**config.mk**
```make
export PLATFORM = sky130hd
export DESIGN_NAME = ahb_test_ctrl
export DESIGN_NICKNAME = d
export VERILOG_FILES = /design/src/rtl/ahb_test_ctrl_pkg.sv /design/src/rtl/ahb_lite_reg_if.sv /design/src/rtl/ahb_test_ctrl.sv
export SDC_FILE = /design/constraint.sdc
export NUM_CORES = 1
export LEC_CHECK = 0
export BUFFER_PORTS_ARGS = -buffer_cell sky130_fd_sc_hd__buf_2
export CAP_MARGIN = 40
export CORE_UTILIZATION = 25
export CTS_BUF_LIST = sky130_fd_sc_hd__clkbuf_4 sky130_fd_sc_hd__clkbuf_8 sky130_fd_sc_hd__clkbuf_16
export DETAILED_ROUTE_END_ITERATION = 7
export SLEW_MARGIN = 30
export SYNTH_ARGS = -nofsm -noshare
export SYNTH_HDL_FRONTEND = slang
export SYNTH_SLANG_ARGS = --single-unit
```
**constraint.sdc**
```tcl
create_clock -name HCLK -period 3.65 [get_ports HCLK]
set_input_delay 0.1825 -clock HCLK [delete_from_list [all_inputs] [get_ports HCLK]]
set_output_delay 0.1825 -clock HCLK [all_outputs]
set_load 0.02 [all_outputs]
```
**src/rtl/ahb_test_ctrl_pkg.sv**
```systemverilog
// rtl/ahb_test_ctrl_pkg.sv - shared constants and types for the AHB test controller
package ahb_test_ctrl_pkg;

  localparam logic [1:0] HTRANS_IDLE   = 2'b00;
  localparam logic [1:0] HTRANS_BUSY   = 2'b01;
  localparam logic [1:0] HTRANS_NONSEQ = 2'b10;
  localparam logic [1:0] HTRANS_SEQ    = 2'b11;

  localparam int OFF_CTRL     = 'h00;
  localparam int OFF_MAXCYCLE = 'h04;
  localparam int OFF_CYCLE    = 'h08;
  localparam int OFF_STATUS   = 'h0C;
  localparam int OFF_EXIT0    = 'h10;

  localparam int CTRL_WD_EN   = 0;
  localparam int CTRL_CNT_CLR = 1;

  localparam int STAT_DONE       = 0;
  localparam int STAT_PASS       = 1;
  localparam int STAT_FAIL       = 2;
  localparam int STAT_TIMEOUT    = 3;
  localparam int STAT_EXITED_LSB = 8;

  localparam logic [15:0] TIMEOUT_TAG = 16'hDEAD;

  typedef enum logic [1:0] {
    ST_RUN,
    ST_PASS,
    ST_FAIL,
    ST_TIMEOUT
  } state_e;

endpackage

```
**src/rtl/ahb_lite_reg_if.sv**
```systemverilog
// rtl/ahb_lite_reg_if.sv - AHB-Lite address-phase capture, register strobes and HRDATA register
module ahb_lite_reg_if
  import ahb_test_ctrl_pkg::*;
#(
  parameter int ADDR_LSBS = 6
) (
  input  logic                 HCLK,
  input  logic                 HRESET,
  input  logic                 HSEL,
  input  logic [31:0]          HADDR,
  input  logic [1:0]           HTRANS,
  input  logic                 HWRITE,
  input  logic [31:0]          HWDATA,
  input  logic                 HREADY,
  input  logic [31:0]          rd_data_i,
  output logic [31:0]          HRDATA,
  output logic [ADDR_LSBS-3:0] rd_idx_o,
  output logic                 wr_en_o,
  output logic [ADDR_LSBS-3:0] wr_idx_o,
  output logic [31:0]          wdata_o
);

  logic                 trans_active;
  logic                 addr_ok;
  logic                 dp_valid_d, dp_valid_q;
  logic                 dp_write_d, dp_write_q;
  logic [ADDR_LSBS-3:0] dp_idx_d, dp_idx_q;
  logic [31:0]          hrdata_d, hrdata_q;

  logic unused_haddr;
  assign unused_haddr = ^{HADDR[31:ADDR_LSBS], HADDR[1:0]};

  always_comb begin
    trans_active = 1'b0;
    case (HTRANS)
      HTRANS_IDLE, HTRANS_BUSY: trans_active = 1'b0;
      HTRANS_NONSEQ, HTRANS_SEQ: trans_active = 1'b1;
      default: trans_active = 1'b0;
    endcase
    addr_ok    = HSEL & trans_active & HREADY;
    dp_valid_d = addr_ok;
    dp_write_d = addr_ok & HWRITE;
    dp_idx_d   = HADDR[ADDR_LSBS-1:2];
    // Read data is sampled at the address phase so it is stable for the whole data phase.
    hrdata_d   = (addr_ok & ~HWRITE) ? rd_data_i : '0;
  end

  always_ff @(posedge HCLK) begin
    if (HRESET) begin
      dp_valid_q <= 1'b0;
      dp_write_q <= 1'b0;
      dp_idx_q   <= '0;
      hrdata_q   <= '0;
    end else begin
      dp_valid_q <= dp_valid_d;
      dp_write_q <= dp_write_d;
      dp_idx_q   <= dp_idx_d;
      hrdata_q   <= hrdata_d;
    end
  end

  assign rd_idx_o = HADDR[ADDR_LSBS-1:2];
  assign wr_en_o  = dp_valid_q & dp_write_q;
  assign wr_idx_o = dp_idx_q;
  assign wdata_o  = HWDATA;
  assign HRDATA   = hrdata_q;

endmodule

```
**src/rtl/ahb_test_ctrl.sv**
```systemverilog
// rtl/ahb_test_ctrl.sv - AHB-Lite test controller: exit channels, cycle watchdog, sticky verdict
module ahb_test_ctrl
  import ahb_test_ctrl_pkg::*;
#(
  parameter int          NUM_CH       = 2,
  parameter int          CNT_WIDTH    = 32,
  parameter logic [31:0] DEF_MAXCYCLE = 32'd10_000_000,
  parameter int          ADDR_LSBS    = 6
) (
  input  logic        HCLK,
  input  logic        HRESET,
  input  logic        HSEL,
  input  logic [31:0] HADDR,
  input  logic [1:0]  HTRANS,
  input  logic        HWRITE,
  input  logic [31:0] HWDATA,
  input  logic        HREADY,
  output logic [31:0] HRDATA,
  output logic        HREADYOUT,
  output logic        HRESP,
  output logic        tests_passed_o,
  output logic        tests_failed_o,
  output logic        timeout_o,
  output logic        exit_valid_o,
  output logic [31:0] exit_value_o
);

  localparam int IDX_W = ADDR_LSBS - 2;
  localparam logic [IDX_W-1:0] IDX_CTRL     = IDX_W'(OFF_CTRL / 4);
  localparam logic [IDX_W-1:0] IDX_MAXCYCLE = IDX_W'(OFF_MAXCYCLE / 4);
  localparam logic [IDX_W-1:0] IDX_CYCLE    = IDX_W'(OFF_CYCLE / 4);
  localparam logic [IDX_W-1:0] IDX_STATUS   = IDX_W'(OFF_STATUS / 4);
  localparam int               IDX_EXIT0    = OFF_EXIT0 / 4;

  logic [IDX_W-1:0]     rd_idx, wr_idx;
  logic                 wr_en;
  logic [31:0]          wdata, rd_data;

  state_e               state_d, state_q;
  logic [CNT_WIDTH-1:0] cycle_d, cycle_q;
  logic [CNT_WIDTH-1:0] maxcycle_d, maxcycle_q;
  logic                 wd_en_d, wd_en_q;
  logic [NUM_CH-1:0]    exited_d, exited_q;
  logic [31:0]          exit_value_d, exit_value_q;
  logic                 passed_d, passed_q, failed_d, failed_q;
  logic                 timeout_d, timeout_q, valid_d, valid_q;
  logic                 cnt_clr, exit_hit, exit_fail;

  ahb_lite_reg_if #(.ADDR_LSBS(ADDR_LSBS)) u_reg_if (
    .HCLK      (HCLK),
    .HRESET    (HRESET),
    .HSEL      (HSEL),
    .HADDR     (HADDR),
    .HTRANS    (HTRANS),
    .HWRITE    (HWRITE),
    .HWDATA    (HWDATA),
    .HREADY    (HREADY),
    .rd_data_i (rd_data),
    .HRDATA    (HRDATA),
    .rd_idx_o  (rd_idx),
    .wr_en_o   (wr_en),
    .wr_idx_o  (wr_idx),
    .wdata_o   (wdata)
  );

  always_comb begin
    state_d      = state_q;
    cycle_d      = cycle_q;
    maxcycle_d   = maxcycle_q;
    wd_en_d      = wd_en_q;
    exited_d     = exited_q;
    exit_value_d = exit_value_q;
    cnt_clr      = 1'b0;
    exit_hit     = 1'b0;
    exit_fail    = 1'b0;

    if (wr_en && wr_idx == IDX_CTRL) begin
      wd_en_d = wdata[CTRL_WD_EN];
      cnt_clr = wdata[CTRL_CNT_CLR];
    end
    if (wr_en && wr_idx == IDX_MAXCYCLE) maxcycle_d = wdata[CNT_WIDTH-1:0];

    for (int ch = 0; ch < NUM_CH; ch++) begin
      if (wr_en && state_q == ST_RUN && wr_idx == IDX_W'(IDX_EXIT0 + ch) && !exited_q[ch]) begin
        exited_d[ch] = 1'b1;
        exit_hit     = 1'b1;
        if (wdata != '0) begin
          exit_fail    = 1'b1;
          exit_value_d = wdata;
        end
      end
    end

    // Exit completion takes priority over a watchdog expiry in the same cycle.
    if (state_q == ST_RUN) begin
      if (exit_fail) begin
        state_d = ST_FAIL;
      end else if (exit_hit && (&exited_d)) begin
        state_d      = ST_PASS;
        exit_value_d = '0;
      end else if (wd_en_q && maxcycle_q != '0 && cycle_q >= maxcycle_q) begin
        state_d      = ST_TIMEOUT;
        exit_value_d = {TIMEOUT_TAG, 16'(exited_d)};
      end
    end

    if (cnt_clr) begin
      cycle_d = '0;
    end else if (state_d == ST_RUN && cycle_q != {CNT_WIDTH{1'b1}}) begin
      cycle_d = cycle_q + CNT_WIDTH'(1);
    end

    passed_d  = (state_d == ST_PASS);
    failed_d  = (state_d == ST_FAIL);
    timeout_d = (state_d == ST_TIMEOUT);
    valid_d   = (state_d != ST_RUN);

    // Reads see next-state values so a write in the preceding data phase is visible.
    rd_data = '0;
    if (rd_idx == IDX_CTRL) begin
      rd_data[CTRL_WD_EN] = wd_en_d;
    end else if (rd_idx == IDX_MAXCYCLE) begin
      rd_data = 32'(maxcycle_d);
    end else if (rd_idx == IDX_CYCLE) begin
      rd_data = 32'(cycle_d);
    end else if (rd_idx == IDX_STATUS) begin
      rd_data[STAT_DONE]              = valid_d;
      rd_data[STAT_PASS]              = passed_d;
      rd_data[STAT_FAIL]              = failed_d;
      rd_data[STAT_TIMEOUT]           = timeout_d;
      rd_data[STAT_EXITED_LSB +: 8]   = 8'(exited_d);
    end
  end

  always_ff @(posedge HCLK) begin
    if (HRESET) begin
      state_q      <= ST_RUN;
      cycle_q      <= '0;
      maxcycle_q   <= CNT_WIDTH'(DEF_MAXCYCLE);
      wd_en_q      <= 1'b1;
      exited_q     <= '0;
      exit_value_q <= '0;
      passed_q     <= 1'b0;
      failed_q     <= 1'b0;
      timeout_q    <= 1'b0;
      valid_q      <= 1'b0;
    end else begin
      state_q      <= state_d;
      cycle_q      <= cycle_d;
      maxcycle_q   <= maxcycle_d;
      wd_en_q      <= wd_en_d;
      exited_q     <= exited_d;
      exit_value_q <= exit_value_d;
      passed_q     <= passed_d;
      failed_q     <= failed_d;
      timeout_q    <= timeout_d;
      valid_q      <= valid_d;
    end
  end

  assign HREADYOUT      = 1'b1;
  assign HRESP          = 1'b0;
  assign tests_passed_o = passed_q;
  assign tests_failed_o = failed_q;
  assign timeout_o      = timeout_q;
  assign exit_valid_o   = valid_q;
  assign exit_value_o   = exit_value_q;

endmodule

```
# Word-level counts from Yosys, hierarchy flattened
# Index checks and enable logic that the tools add are counted.
# W data, S select, Z words.
[totals]
reg_bits = 143
output_inout_bits = 70
inputBits = 71
wordCells = 97
[classes]
mux = 34
eq_ne = 13
reduce_logical = 26
addsub = 1
n_lt_le_gt_ge = 1
n_bitwise = 7
[op_table]
columns = ["cell", "count"]
rows = [
  ["$mux W32", 12],
  ["$reduce_bool A32 Y1", 2],
  ["$add A32 B1 Y32 const B", 1],
  ["$ge A32 B32 Y1", 1],
  ["$ne A32 B32 Y1 const B", 1],
  ["$mux W16", 1],
  ["$mux W4", 3],
  ["$logic_and A1 B1 Y1", 11],
  ["$mux W1", 11],
  ["$mux W2", 5],
  ["$eq A2 B2 Y1 const B", 4],
  ["$eq A4 B1 Y1 const B", 2],
  ["$eq A4 B2 Y1 const B", 2],
  ["$eq A4 B3 Y1 const B", 2],
  ["$logic_not A4 Y1", 2],
  ["$mux W8", 1],
  ["$logic_not A2 Y1", 3],
  ["$reduce_or A2 Y1", 3],
  ["$and A1 B1 Y1", 5],
  ["$eq A2 B1 Y1 const B", 2],
  ["$reduce_or A3 Y1", 1],
  ["$logic_not A1 Y1", 2],
  ["$not A1 Y1", 2],
  ["$pmux W1 S2", 1],
  ["2 further kinds", 2],
]

# Logic depth before layout (Yosys ltp)
# Gate-level depths: netlist of run 1.
[logic_depth]
word_depth = 17
depth_mapped = 12
ltp_nobuf = 10

# Cells and area by module
# Synthesis of run 1 repeated with hierarchy kept, for this count alone.
[unflattened]
cells_unflattened = 938
hier_area_um2 = 7805.0
[modules_own_cells]
columns = ["mod", "cells_each", "area_each_um2", "seq_area_each_um2", "n_inst"]
rows = [
  ["ahb_test_ctrl", 817, 6448.7, 2102.0, 1],
  ["ahb_lite_reg_if", 121, 1356.3, 760.7, 1],
]

# Least setup slack after synthesis of run 1
# OpenSTA, ideal clock, no wires.
[synth_path]
path_kind = "register to register"
from = "register maxcycle_q[5]"
to = "register u_reg_if.hrdata_q[9] (netlist: u_reg_if.HRDATA[9])"
setup_slack_ns = 1.114
path_stages_with_launch = 12
t_arrival_ns = 2.450
n_path_buf = 1
synth_period_minus_slack_ns = 2.536
required_ns = 3.564
setup_time_ns = 0.086
path_cell_list = "dfxtp_1 -> inv_1 -> ha_1 -> a21o_1 -> a221oi_1 -> o21ai_1 -> a311o_1 -> o2bb2ai_2 -> buf_2 -> nor4_1 -> o21ai_1 -> a221oi_2"
[synth_between]
elab_chain_len = 13
elab_cells_between_ends = 14
classes_between = "1 x order compare; 8 x mux; 5 x reduce/logical"
[synth_lines]
columns = ["element", "line_no", "text"]
rows = [
  ["start: declaration", "ahb_test_ctrl.sv:41", "logic [CNT_WIDTH-1:0] maxcycle_d, maxcycle_q;"],
  ["start signal: assignment", "ahb_test_ctrl.sv:139", "maxcycle_q <= CNT_WIDTH'(DEF_MAXCYCLE);"],
  ["start signal: assignment", "ahb_test_ctrl.sv:150", "maxcycle_q <= maxcycle_d;"],
  ["parallel branches: the longest is 2 deep, another holds $ge A32 B32 Y1", "n/a", ""],
  ["$logic_and A1 B1 Y1 *", "ahb_test_ctrl.sv:101", "end else if (wd_en_q && maxcycle_q != '0 && cycle_q >= maxcycle_q) begin"],
  ["$mux W2 *", "ahb_test_ctrl.sv:101", ""],
  ["$mux W2 *", "ahb_test_ctrl.sv:98", "end else if (exit_hit && (&exited_d)) begin"],
  ["$mux W2 *", "ahb_test_ctrl.sv:96", "if (exit_fail) begin"],
  ["$mux W2 *", "ahb_test_ctrl.sv:95", "if (state_q == ST_RUN) begin"],
  ["$logic_not A2 Y1 *", "ahb_test_ctrl.sv:109", "end else if (state_d == ST_RUN && cycle_q != {CNT_WIDTH{1'b1}}) begin"],
  ["$logic_and A1 B1 Y1 *", "ahb_test_ctrl.sv:109", ""],
  ["$mux W32 *", "ahb_test_ctrl.sv:109", ""],
  ["$mux W32 *", "ahb_test_ctrl.sv:107", "if (cnt_clr) begin"],
  ["$mux W8 *", "ahb_test_ctrl.sv:124", "end else if (rd_idx == IDX_CYCLE) begin"],
  ["$mux W32 *", "ahb_test_ctrl.sv:122", "end else if (rd_idx == IDX_MAXCYCLE) begin"],
  ["end signal: assignment", "ahb_lite_reg_if.sv:58", "hrdata_q <= hrdata_d;"],
  ["end: declaration", "ahb_lite_reg_if.sv:28", "logic [31:0] hrdata_d, hrdata_q;"],
]
# Mark *: on every way between the ends.
# A chain may end at the register's enable or synchronous reset.

# Final worst setup path of run 1
[layout_path]
from = "register cycle_q[5]"
to = "register u_reg_if.hrdata_q[9] (netlist: u_reg_if.HRDATA[9])"
[layout_between]
elab_chain_len = 12
elab_cells_between_ends = 14
classes_between = "1 x add/sub; 1 x order compare; 1 x eq/ne; 8 x mux; 3 x reduce/logical"
[layout_lines]
columns = ["element", "line_no", "text"]
rows = [
  ["start: declaration", "ahb_test_ctrl.sv:40", "logic [CNT_WIDTH-1:0] cycle_d, cycle_q;"],
  ["start signal: assignment", "ahb_test_ctrl.sv:149", "cycle_q <= cycle_d;"],
  ["$ge A32 B32 Y1", "ahb_test_ctrl.sv:101", ""],
  ["$logic_and A1 B1 Y1", "ahb_test_ctrl.sv:101", ""],
  ["$mux W2", "ahb_test_ctrl.sv:101", ""],
  ["$mux W2", "ahb_test_ctrl.sv:98", ""],
  ["$mux W2", "ahb_test_ctrl.sv:96", ""],
  ["$mux W2", "ahb_test_ctrl.sv:95", ""],
  ["$logic_not A2 Y1", "ahb_test_ctrl.sv:109", ""],
  ["$logic_and A1 B1 Y1", "ahb_test_ctrl.sv:109", ""],
  ["$mux W32 *", "ahb_test_ctrl.sv:109", ""],
  ["$mux W32 *", "ahb_test_ctrl.sv:107", ""],
  ["$mux W8 *", "ahb_test_ctrl.sv:124", ""],
  ["$mux W32 *", "ahb_test_ctrl.sv:122", ""],
]
# Every way passes the cells marked *; elsewhere a longest branch is shown, timed or not.

==> metrics.txt, run 1 <==
status=finished clean; WL final=about 20000 um; DRT iter0 DRCs=227; hold depth=2; worst hold start=HADDR[2]; skew final=0.00974 ns; critical path's largest stage delay=0.43 ns; crit path cell chain=ha_1 -> a21o_1 -> a221oi_1 -> o21ai_1 -> a311o_1 -> o2bb2ai_2 -> buf_4 -> nor4_1 -> o21ai_1 -> a221oi_2; residual DRC count=0; cell depth of the worst flop-to-flop path=10; top cells by count, synth=dfxtp_1, nor2_1, mux2i_1; Die H=164 um; Post-Syn Nets=810; syn_area_per_cell=9.25 sq um; CTS Buf Count=17; H-tree depth=4; worst min path class=in2reg; Initial Util=25.7%; register area share after synthesis=43.8%; CTS root buffer=clkbuf_16; Area contributors post-synth=dfxtp_1, mux2i_1, ha_1; clk buf depth=2; critical path type=reg2reg; Synth Register Bits=roughly 140; detailed placer's ending HPWL=14300 um; FILL cells=2688; Max IR drop VDD=~0.30 mV; Slew HR=51.8%; Crit-path slowest cell=dfxtp_1; clk slew on worst S/H paths=0.06 ns; worst path buffer plus inverter count=1; initial antenna violation count=0; cell mode on critical path=o21ai_1; Final Hold Viols=0; antenna cells=0; r2r startpoint=cycle_q[5]; period utilisation layout=between 80 and 90%; routability congestion estimate=0.824; PortBufs=109; width of the die=164 um; WHS Endpoint=u_reg_if.wr_idx_o[0]; max-slew violation count=0; WP data arrival=3.34 ns; reg2reg end=u_reg_if.HRDATA[9]; I/O pin count=141; Avg Vias per Cell=4.68; WL/cell=16.9 um; Pleak=3.55 nW; Top Family by Delay on Critical Path=compound AO/OA/AOI/OAI gates; RSZ-0062 raised after global routing=false; Slew @ Worst Pin=0.724 ns; Async SR Flop Fraction=0%; Mapped Area=~6500 sq um; Yosys warning total=0; total stage count of the critical path=10; Final nets=919; final hold slack=0.0354 ns; area leader, netlist=dfxtp_1; Vias=5420; CTS tree=yes; antenna-violating nets left=0; Synth Flop Type=dfxtp_1; MaxCap Viol Count=0; CP max FO=26; final setup fails=0; total negative slack=0 ns; WP data required=about 4.0 ns; die area=26800 sq um; largest net degree at the start of global routing=50; crit end category=flip-flop; number of synthesized flops with an enable pin=0; cells after synthesis=706; flop-to-flop setup slack=0.65 ns; Num Clock Sinks=between 100 and 150; share of cells above drive strength 1=between 20% and 30%; crit path launch type=flip-flop; First-pass DRT Iterations=5; clock latency on the worst-skew pair=0.43 ns; min Tclk post-route=~3.0 ns; Remaining Overflow, GRT=0; post-synth top area share=43.8%; total track usage=about 15%; PwrDens=440 nW/um^2; first-pass GRT wire length=30200 um; Area growth syn-to-layout=23.8%; most frequent cell after synthesis=dfxtp_1; Core Rows=58; core box area=25400 sq um; Yosys cell types=62; vias in the first global route=around 5400; Fmax achieved=333 MHz
[flip-flops by register name, summed over array words and instances, names as in the netlist]
signal               count
tests_failed_o           1
u_reg_if.dp_valid_q      1
cycle_q                 32
u_reg_if.HRDATA         32
maxcycle_q              32
wd_en_q                  1
exit_valid_o             1
state_q                  2
exited_q                 2
tests_passed_o           1
exit_value_o            32
u_reg_if.wr_idx_o        4
u_reg_if.dp_write_q      1
timeout_o                1
[layout make-up]
cell class / instances / area (sq um) / share of cell area, %
Clock buffer: 17 / 425 / 5.26
Clock inverter: 15 / 198 / 2.44
Inverter: 40 / 150 / 1.86
Multi-Input combinational cell: 486 / 3350 / 41.4
Sequential cell: 143 / 2860 / 35.4
Tap cell: 330 / 413 / 5.11
Timing Repair Buffer: 127 / 688 / 8.51
[stage by stage]
stage	cell area (sq um)	worst slack (ns)	instances	power, mW	util, %
6_report	8090	0.649	1158	3.56	31.8
5_1_grt	8090	0.395	1158	3.66	31.8
4_1_cts	8090	0.630	1158	3.59	31.8
3_5_place_dp	7430	0.653	1123	1.72	29.3
3_3_place_gp	7430	0.695	1123	1.72	29.3
2_1_floorplan	6530	1.11	706	1.66	-
[worst max path at each step]
stage	slack (ns)	to	from
2_1_floorplan	1.11	u_reg_if.HRDATA[9]	maxcycle_q[5]
3_3_place_gp	0.70	u_reg_if.HRDATA[9]	maxcycle_q[5]
3_5_place_dp	0.65	u_reg_if.HRDATA[9]	maxcycle_q[5]
4_1_cts	0.63	u_reg_if.HRDATA[9]	cycle_q[5]
5_1_grt	0.39	u_reg_if.HRDATA[9]	maxcycle_q[5]
6_report	0.65	u_reg_if.HRDATA[9]	cycle_q[5]
[cell families (layout without fill, tap and decap cells)]
group	after synthesis	count (layout)	synth area share, %
xor gates and xnor gates	29	29	3.89
buffers and inverters	77	199	5.10
other	2	2	0.115
DFF	143	143	43.8
AOI/OAI and AO/OA	120	120	12.7
muxes	48	48	7.38
adders and majority gates	33	33	6.32
and+or+nand+nor	254	254	20.7
[routing by layer]
metal  part of all wire, %  GRT usage, %  wire length, um
met3                   4.1          2.97              796
met1                    47          19.5             9170
met2                    46          23.9             9070
met4                   2.6          6.61              507
met5                     0             0                0
[worst register-to-register path, stage by stage (launching register included)]
cell,delay [ns]
dfxtp_1,0.43
ha_1,0.28
a21o_1,0.16
a221oi_1,0.28
o21ai_1,0.16
a311o_1,0.44
o2bb2ai_2,0.15
buf_4,0.26
nor4_1,0.38
o21ai_1,0.11
a221oi_2,0.26
[where the power goes]
group / internal [mW] / switching (mW)
combinational: 0.0384 / 0.0731
sequential: 1.57 / 0.00711
clock: 1.10 / 0.774
[timing repair]
action	in CTS	in global routing
hold buffers	3	0
setup endpoints to repair	0	0
resized for setup	0	0
setup buffers	0	0
hold endpoints to repair	3	0
[layout by cell type (no fill, tap or decap), types with 25 or more instances in the layout]
cell / netlist / final
a21oi_1: 25 / 25
ha_1: 33 / 33
buf_2: 8 / 109
o22ai_1: 26 / 26
nand2_1: 26 / 25
mux2i_1: 47 / 47
dfxtp_1: 143 / 143
xnor2_1: 26 / 26
nor2_1: 101 / 101
inv_1: 40 / 40
(Power assumes the default switching activity.)
==> run 2, diff against run 1 <==
--- a/config.mk
+++ b/config.mk
@@ -5,6 +5,7 @@
 export SDC_FILE = /design/constraint.sdc
 export NUM_CORES = 1
 export LEC_CHECK = 0
+export ABC_AREA = 1
 export BUFFER_PORTS_ARGS = -buffer_cell sky130_fd_sc_hd__buf_2
 export CAP_MARGIN = 40
 export CORE_UTILIZATION = 25
==> constraint.sdc (replaced) <==
create_clock -name HCLK -period 2.4 [get_ports HCLK]
set_input_delay 0.12 -clock HCLK [delete_from_list [all_inputs] [get_ports HCLK]]
set_output_delay 0.12 -clock HCLK [all_outputs]
set_load 0.02 [all_outputs]
==> run 2 against run 1 <==
  * The flow now finishes with violations (DRC, setup timing)
  * Worst hold slack worse by 0.022 ns
  * Critical path type unchanged
  * Clock power is 59% higher
  * Fmax is 18% higher
  * Sequential power is 52% higher
  * Largest power group unchanged
==> metrics.txt, run 2 <==
status=finished, violations left; failing checks=DRC, setup timing; number of synthesized flops with an enable pin=0; Remaining Overflow, GRT=0; post-synth top area share=36.5%; crit path cell chain=ha_4 -> a21oi_2 -> nor2_1 -> nor2_1 -> nand2_1 -> nand2_1 -> nand2_2 -> nand2_2 -> nand2_4 -> nand3_2 -> nand2_2 -> nand2_4 -> nand4_4 -> buf_12 -> buf_8 -> buf_12 -> o21ai_4 -> nand3_2 -> a21oi_2; antenna-violating nets left=0; placed insts=around 1700; most frequent cell after synthesis=nand2_1; hold depth=3; period utilisation layout=106%; initial antenna violation count=0; skew final=a little under 0.01 ns; Crit-path slowest cell=dfxtp_1; final hold slack=0.0130 ns; Core Rows=64; Synth Register Bits=between 100 and 150; RSZ-0062 raised after global routing=true; Post-DP Area=~9700 sq um; Num Clock Sinks=143; total track usage=roughly 18%; combinational share of power=4.9%; Tot Pwr=5.66 mW; Yosys warning total=0; crit path launch type=flip-flop; clock latency on the worst-skew pair=0.43 ns; I/O pin count=141; die area=approximately 32000 sq um; WP data required=2.76 ns; residual DRC count=6; H-tree depth=4; Sw Ratio=a little under a quarter; Mapped Area=7850 sq um; core box area=around 30000 sq um; Slew @ Worst Pin=0.838 ns; worst slack, placed=-0.222 ns; area leader, netlist=dfxtp_1; Sw Pwr=between 1 and 1.5 mW; Max IR drop VDD=~0.53 mV; Avg Vias per Cell=4.69; syn_area_per_cell=slightly below 7 sq um; min Tclk post-route=2.55 ns; max-slew violation count=0; worst path buffer plus inverter count=3; share of cells above drive strength 1=37.0%; clk buf depth=2; Final nets=1490; total negative slack=-3.24 ns; Post-Syn Nets=1247; Pleak=5.32 nW; WL/cell=15.6 um; post-layout util=38.1%; width of the die=179 um; Async SR Flop Fraction=0%; Synth Flop Type=dfxtp_1; crit end category=flip-flop; Final Hold Viols=0; CP max FO=7; cell mode on critical path=nand2_2; detailed placer's ending HPWL=20100 um; final setup fails=44; Area contributors post-synth=dfxtp_1, nand2_1, nor2_1; register area share after synthesis=between 30 and 40%; Top Family by Delay on Critical Path=simple AND/OR/NAND/NOR gates; clk slew on worst S/H paths=0.06 ns; vias in the first global route=8213; clock power share=between 50% and 60%; cells after synthesis=1143; First-pass DRT Iterations=7; CTS Buf Count=17; Yosys cell types=38; cell depth of the worst flop-to-flop path=19; CTS root buffer=clkbuf_16; top cells by count, synth=nand2_1, nor2_1, dfxtp_1; WL final=28000 um; critical path type=reg2reg; Area growth syn-to-layout=49.4%; total stage count of the critical path=19; Int Pwr=4.38 mW; Die H=179 um; commonest cells after routing, fill and taps aside=nand2_1, nor2_1, dfxtp_1; routability congestion estimate=0.932; PortBufs=109; fin area=11700 sq um; first-pass GRT wire length=43400 um; Seq pwr share=42.2%; final worst slack=-0.150 ns; Post-Layout Cell Count=1795; critical path's largest stage delay=0.40 ns; Vias=8426; DRT iter0 DRCs=~640; largest net degree at the start of global routing=72; MaxCap Viol Count=0; Fmax achieved=392 MHz; WP data arrival=2.91 ns; antenna cells=0; most common cell after layout, fill and taps aside=nand2_1; PwrDens=483 nW/um^2; CTS tree=yes; Slew HR=roughly 44%; worst min path class=in2reg; Initial Util=25.5%
## run 2: cell count changes after synthesis, sizes merged, moves of 13 or more
cell / before / now
nand2: 26 / 282
inv: 40 / 121
o21ai: 16 / 87
nor2: 101 / 171
mux2i: 47 / 0
a21oi: 25 / 51
o22ai: 26 / 0
or2: 3 / 28
nand3: 21 / 45
xnor2: 26 / 7
xor2: 3 / 21
clkbuf: 20 / 35
nor4: 28 / 14
nand2b: 13 / 0
## run 2: area by class of cell
class	instances	area (sq um)
clock buffer	19	447
clock inverter	13	210
fill	3160	19000
inverter	123	462
multi-input combinational	824	5140
sequential	143	2880
tap	396	495
timing repair buffer	277	2100
## run 2: cells by family after synthesis
family	after synthesis	share of synthesized area (%)
flip-flops	143	36.5
adder cells (fa/ha/maj)	33	5.26
AND/OR/NAND/NOR	587	32.3
other	2	0.0956
AO/OA/AOI/OAI	174	13.7
XOR/XNOR	28	3.12
buffers and inverters	176	9.05
## run 2: worst min-delay path, cell delays in order
cell     delay, ns
buf_2         0.13
nand2_1       0.07
a31oi_1       0.07
## run 2: routing by layer
metal | global-route usage (%) | wire [um] | up-vias
met5 | 0 | 0 | -
met4 | 5.46 | 633 | 0
met3 | 3.10 | 1420 | 54
met2 | 30.1 | 13800 | 246
met1 | 22.2 | 12200 | 3968
li1 | - | - | 4158
## run 2: power groups by stage
stage	combinational [mW]	clock [mW]	sequential (mW)
global route	0.302	3.15	2.39
CTS	0.263	3.04	2.39
floorplan	0.101	0	2.44
finish	0.277	2.99	2.39
detailed placement	0.238	0	2.44
global placement	0.237	0	2.44
## run 2: what timing repair did
item	in CTS	in global routing
endpoints found under the setup margin	63	88
hold buffers	17	0
cloned	5	0
pin swaps	21	39
gates resized for setup	106	109
hold endpoints to repair	16	0
buffers inserted	16	3
## run 2: final timing paths
check                                      endpoint  slack, ns              from
worst max-delay path            u_reg_if.HRDATA[17]      -0.15        cycle_q[5]
worst max register to register  u_reg_if.HRDATA[17]      -0.15        cycle_q[5]
worst min-delay path               exit_value_o[31]       0.01        HWDATA[31]
worst min register to register     exit_value_o[25]       0.49  exit_value_o[25]
==> run 3, diff against run 2 <==
--- a/config.mk
+++ b/config.mk
@@ -11,6 +11,7 @@
 export CORE_UTILIZATION = 25
 export CTS_BUF_LIST = sky130_fd_sc_hd__clkbuf_4 sky130_fd_sc_hd__clkbuf_8 sky130_fd_sc_hd__clkbuf_16
 export DETAILED_ROUTE_END_ITERATION = 7
+export SKIP_LAST_GASP = 1
 export SLEW_MARGIN = 30
 export SYNTH_ARGS = -nofsm -noshare
 export SYNTH_HDL_FRONTEND = slang
==> run 3 against run 2 <==
  * The flow still finishes with violations (DRC, setup timing)
  * Highest routed layer unchanged
  * Clock skew is 0.0013 ns higher
  * Power hardly changed
  * Register-to-register slack hardly changed
  * Combinational power hardly changed
  * Clock power hardly changed
  * Critical path depth stayed put
  * Via count hardly changed
  * Cell count hardly changed
  * Routed wire length is 0.25% lower
  * Critical endpoint unchanged
  * Sequential share of layout area is 0.052 points higher
  * Worst setup slack better by 0.0027 ns
  * First-iteration DRC count is 0.94% higher
==> metrics.txt, run 3 (synthesized netlist as in run 2, its figures left out) <==
total negative slack=-3.14 ns; CTS tree=yes; First-pass DRT Iterations=8; I/O pin count=141; Crit-path slowest cell=dfxtp_1; critical path type=reg2reg; antenna-violating nets left=0; total track usage=approximately 18%; CTS root buffer=clkbuf_16; antenna cells=0; vias in the first global route=8214; largest net degree at the start of global routing=72; CTS Buf Count=17; Vias=8420; post-layout util=38.1%; met2 routed WL=between 10000 and 15000 um; Top Family by Delay on Critical Path=simple AND/OR/NAND/NOR gates; residual DRC count=6; WL met1=12300 um; RSZ-0062 raised after global routing=true; final setup fails=44; crit end category=flip-flop; DRT iter0 DRCs=between 600 and 700; Num Clock Sinks=between 100 and 150; cell mode on critical path=nand2_2; PwrDens=484 nW/um^2; final worst slack=-0.147 ns; met3 WL=1310 um; clk buf depth=2; Slew HR=42.4%; WP data required=2.76 ns; PortBufs=109; failing checks=DRC, setup timing; Die H=179 um; initial antenna violation count=0; die area=32100 sq um; MaxCap Viol Count=0; Final nets=1489; crit path launch type=flip-flop; Final Hold Viols=0; routability congestion estimate=0.932; most common cell after layout, fill and taps aside=nand2_1; critical path's largest stage delay=0.40 ns; clock latency on the worst-skew pair=0.43 ns; width of the die=179 um; Core Rows=64; WL final=roughly 28000 um; WL/cell=15.6 um; r2r startpoint=cycle_q[5]; Pleak=around 5.3 nW; crit path cell chain=ha_4 -> a21oi_2 -> nor2_1 -> nor2_1 -> nand2_1 -> nand2_1 -> nand2_2 -> nand2_2 -> nand2_4 -> nand3_2 -> nand2_2 -> nand2_4 -> nand4_4 -> buf_12 -> buf_8 -> buf_12 -> o21ai_4 -> nand3_2 -> a21oi_2; worst path buffer plus inverter count=3; detailed placer's ending HPWL=20100 um; H-tree depth=4; skew final=0.0111 ns; CP max FO=7; Slew @ Worst Pin=0.864 ns; Avg Vias per Cell=4.69; max-slew violation count=0; Remaining Overflow, GRT=0; commonest cells after routing, fill and taps aside=nand2_1, nor2_1, dfxtp_1; worst hold start=HWDATA[31]; worst min path class=in2reg; WP data arrival=~2.9 ns; min Tclk post-route=about 2.5 ns; status=finished, violations left; share of cells above drive strength 1=37.1%; core box area=30700 sq um; top layer in use=met4; critical path startpoint=cycle_q[5]; period utilisation layout=106%; Fmax achieved=393 MHz; first-pass GRT wire length=about 43000 um; Initial Util=25.5%; clk slew on worst S/H paths=0.07 ns; Area growth syn-to-layout=49.0%; Max IR drop VDD=0.527 mV
[run 3: per-layer routing]
| layer | GRT usage [%] | up-vias |
|---|---|---|
| li1 | - | 4156 |
| met1 | 22.2 | 3980 |
| met2 | 30.1 | 230 |
| met3 | 3.10 | 54 |
| met4 | 5.46 | 0 |
| met5 | 0 | - |
[run 3: what timing repair did]
item                                    in CTS  in global routing
gates resized for setup                    105                107
endpoints found under the hold margin       16                  0
hold buffers                                17                  0
endpoints found under the setup margin      63                 88
buffers inserted                            16                  2
pin swaps                                   21                 38
cloned                                       5                  0
[run 3: path summary, 6_finish.rpt]
check	cells after the start	to	slack (ns)
worst max-delay path	19	u_reg_if.HRDATA[17]	-0.15
worst min-delay path	3	exit_value_o[31]	0.01
worst max register to register	19	u_reg_if.HRDATA[17]	-0.15
worst min register to register	2	exit_value_o[25]	0.49
[run 3: stage by stage]
step                cells  hold WS [ns]  total power [mW]  area, sq um  setup slack, ns
floorplan            1143         0.227              2.54         7850            0.324
global placement     1729         0.356              2.68         9740           -0.136
detailed placement   1729         0.355              2.68         9740           -0.222
CTS                  1798      0.000108              5.70        11300           -0.156
global route         1794        0.0218              5.84        11700           -0.271
finish               1794        0.0106              5.66        11700           -0.147
[run 3: cell type report]
| type | instances | area, sq um |
|---|---|---|
| multi-input cells | 824 | 5130 |
| flip-flops and latches | 143 | 2880 |
| fillers | 3167 | 19000 |
| repair buffers | 276 | 2080 |
| inverters | 123 | 462 |
| clock inverters | 13 | 210 |
| well taps | 396 | 495 |
| clock buffers | 19 | 447 |
[run 3: worst register-to-register path, delay by kind of cell, from the launching register on]
family	cells	cell delay (ns)
DFF	1	0.40
AOI/OAI and AO/OA	3	0.39
adders and majority gates	1	0.23
and+or+nand+nor	12	1.03
buffers and inverters	3	0.44
[run 3: where the power goes]
part	internal, mW	switching (mW)
registers	2.38	0.00681
clock network	1.89	1.11
logic	0.104	0.172
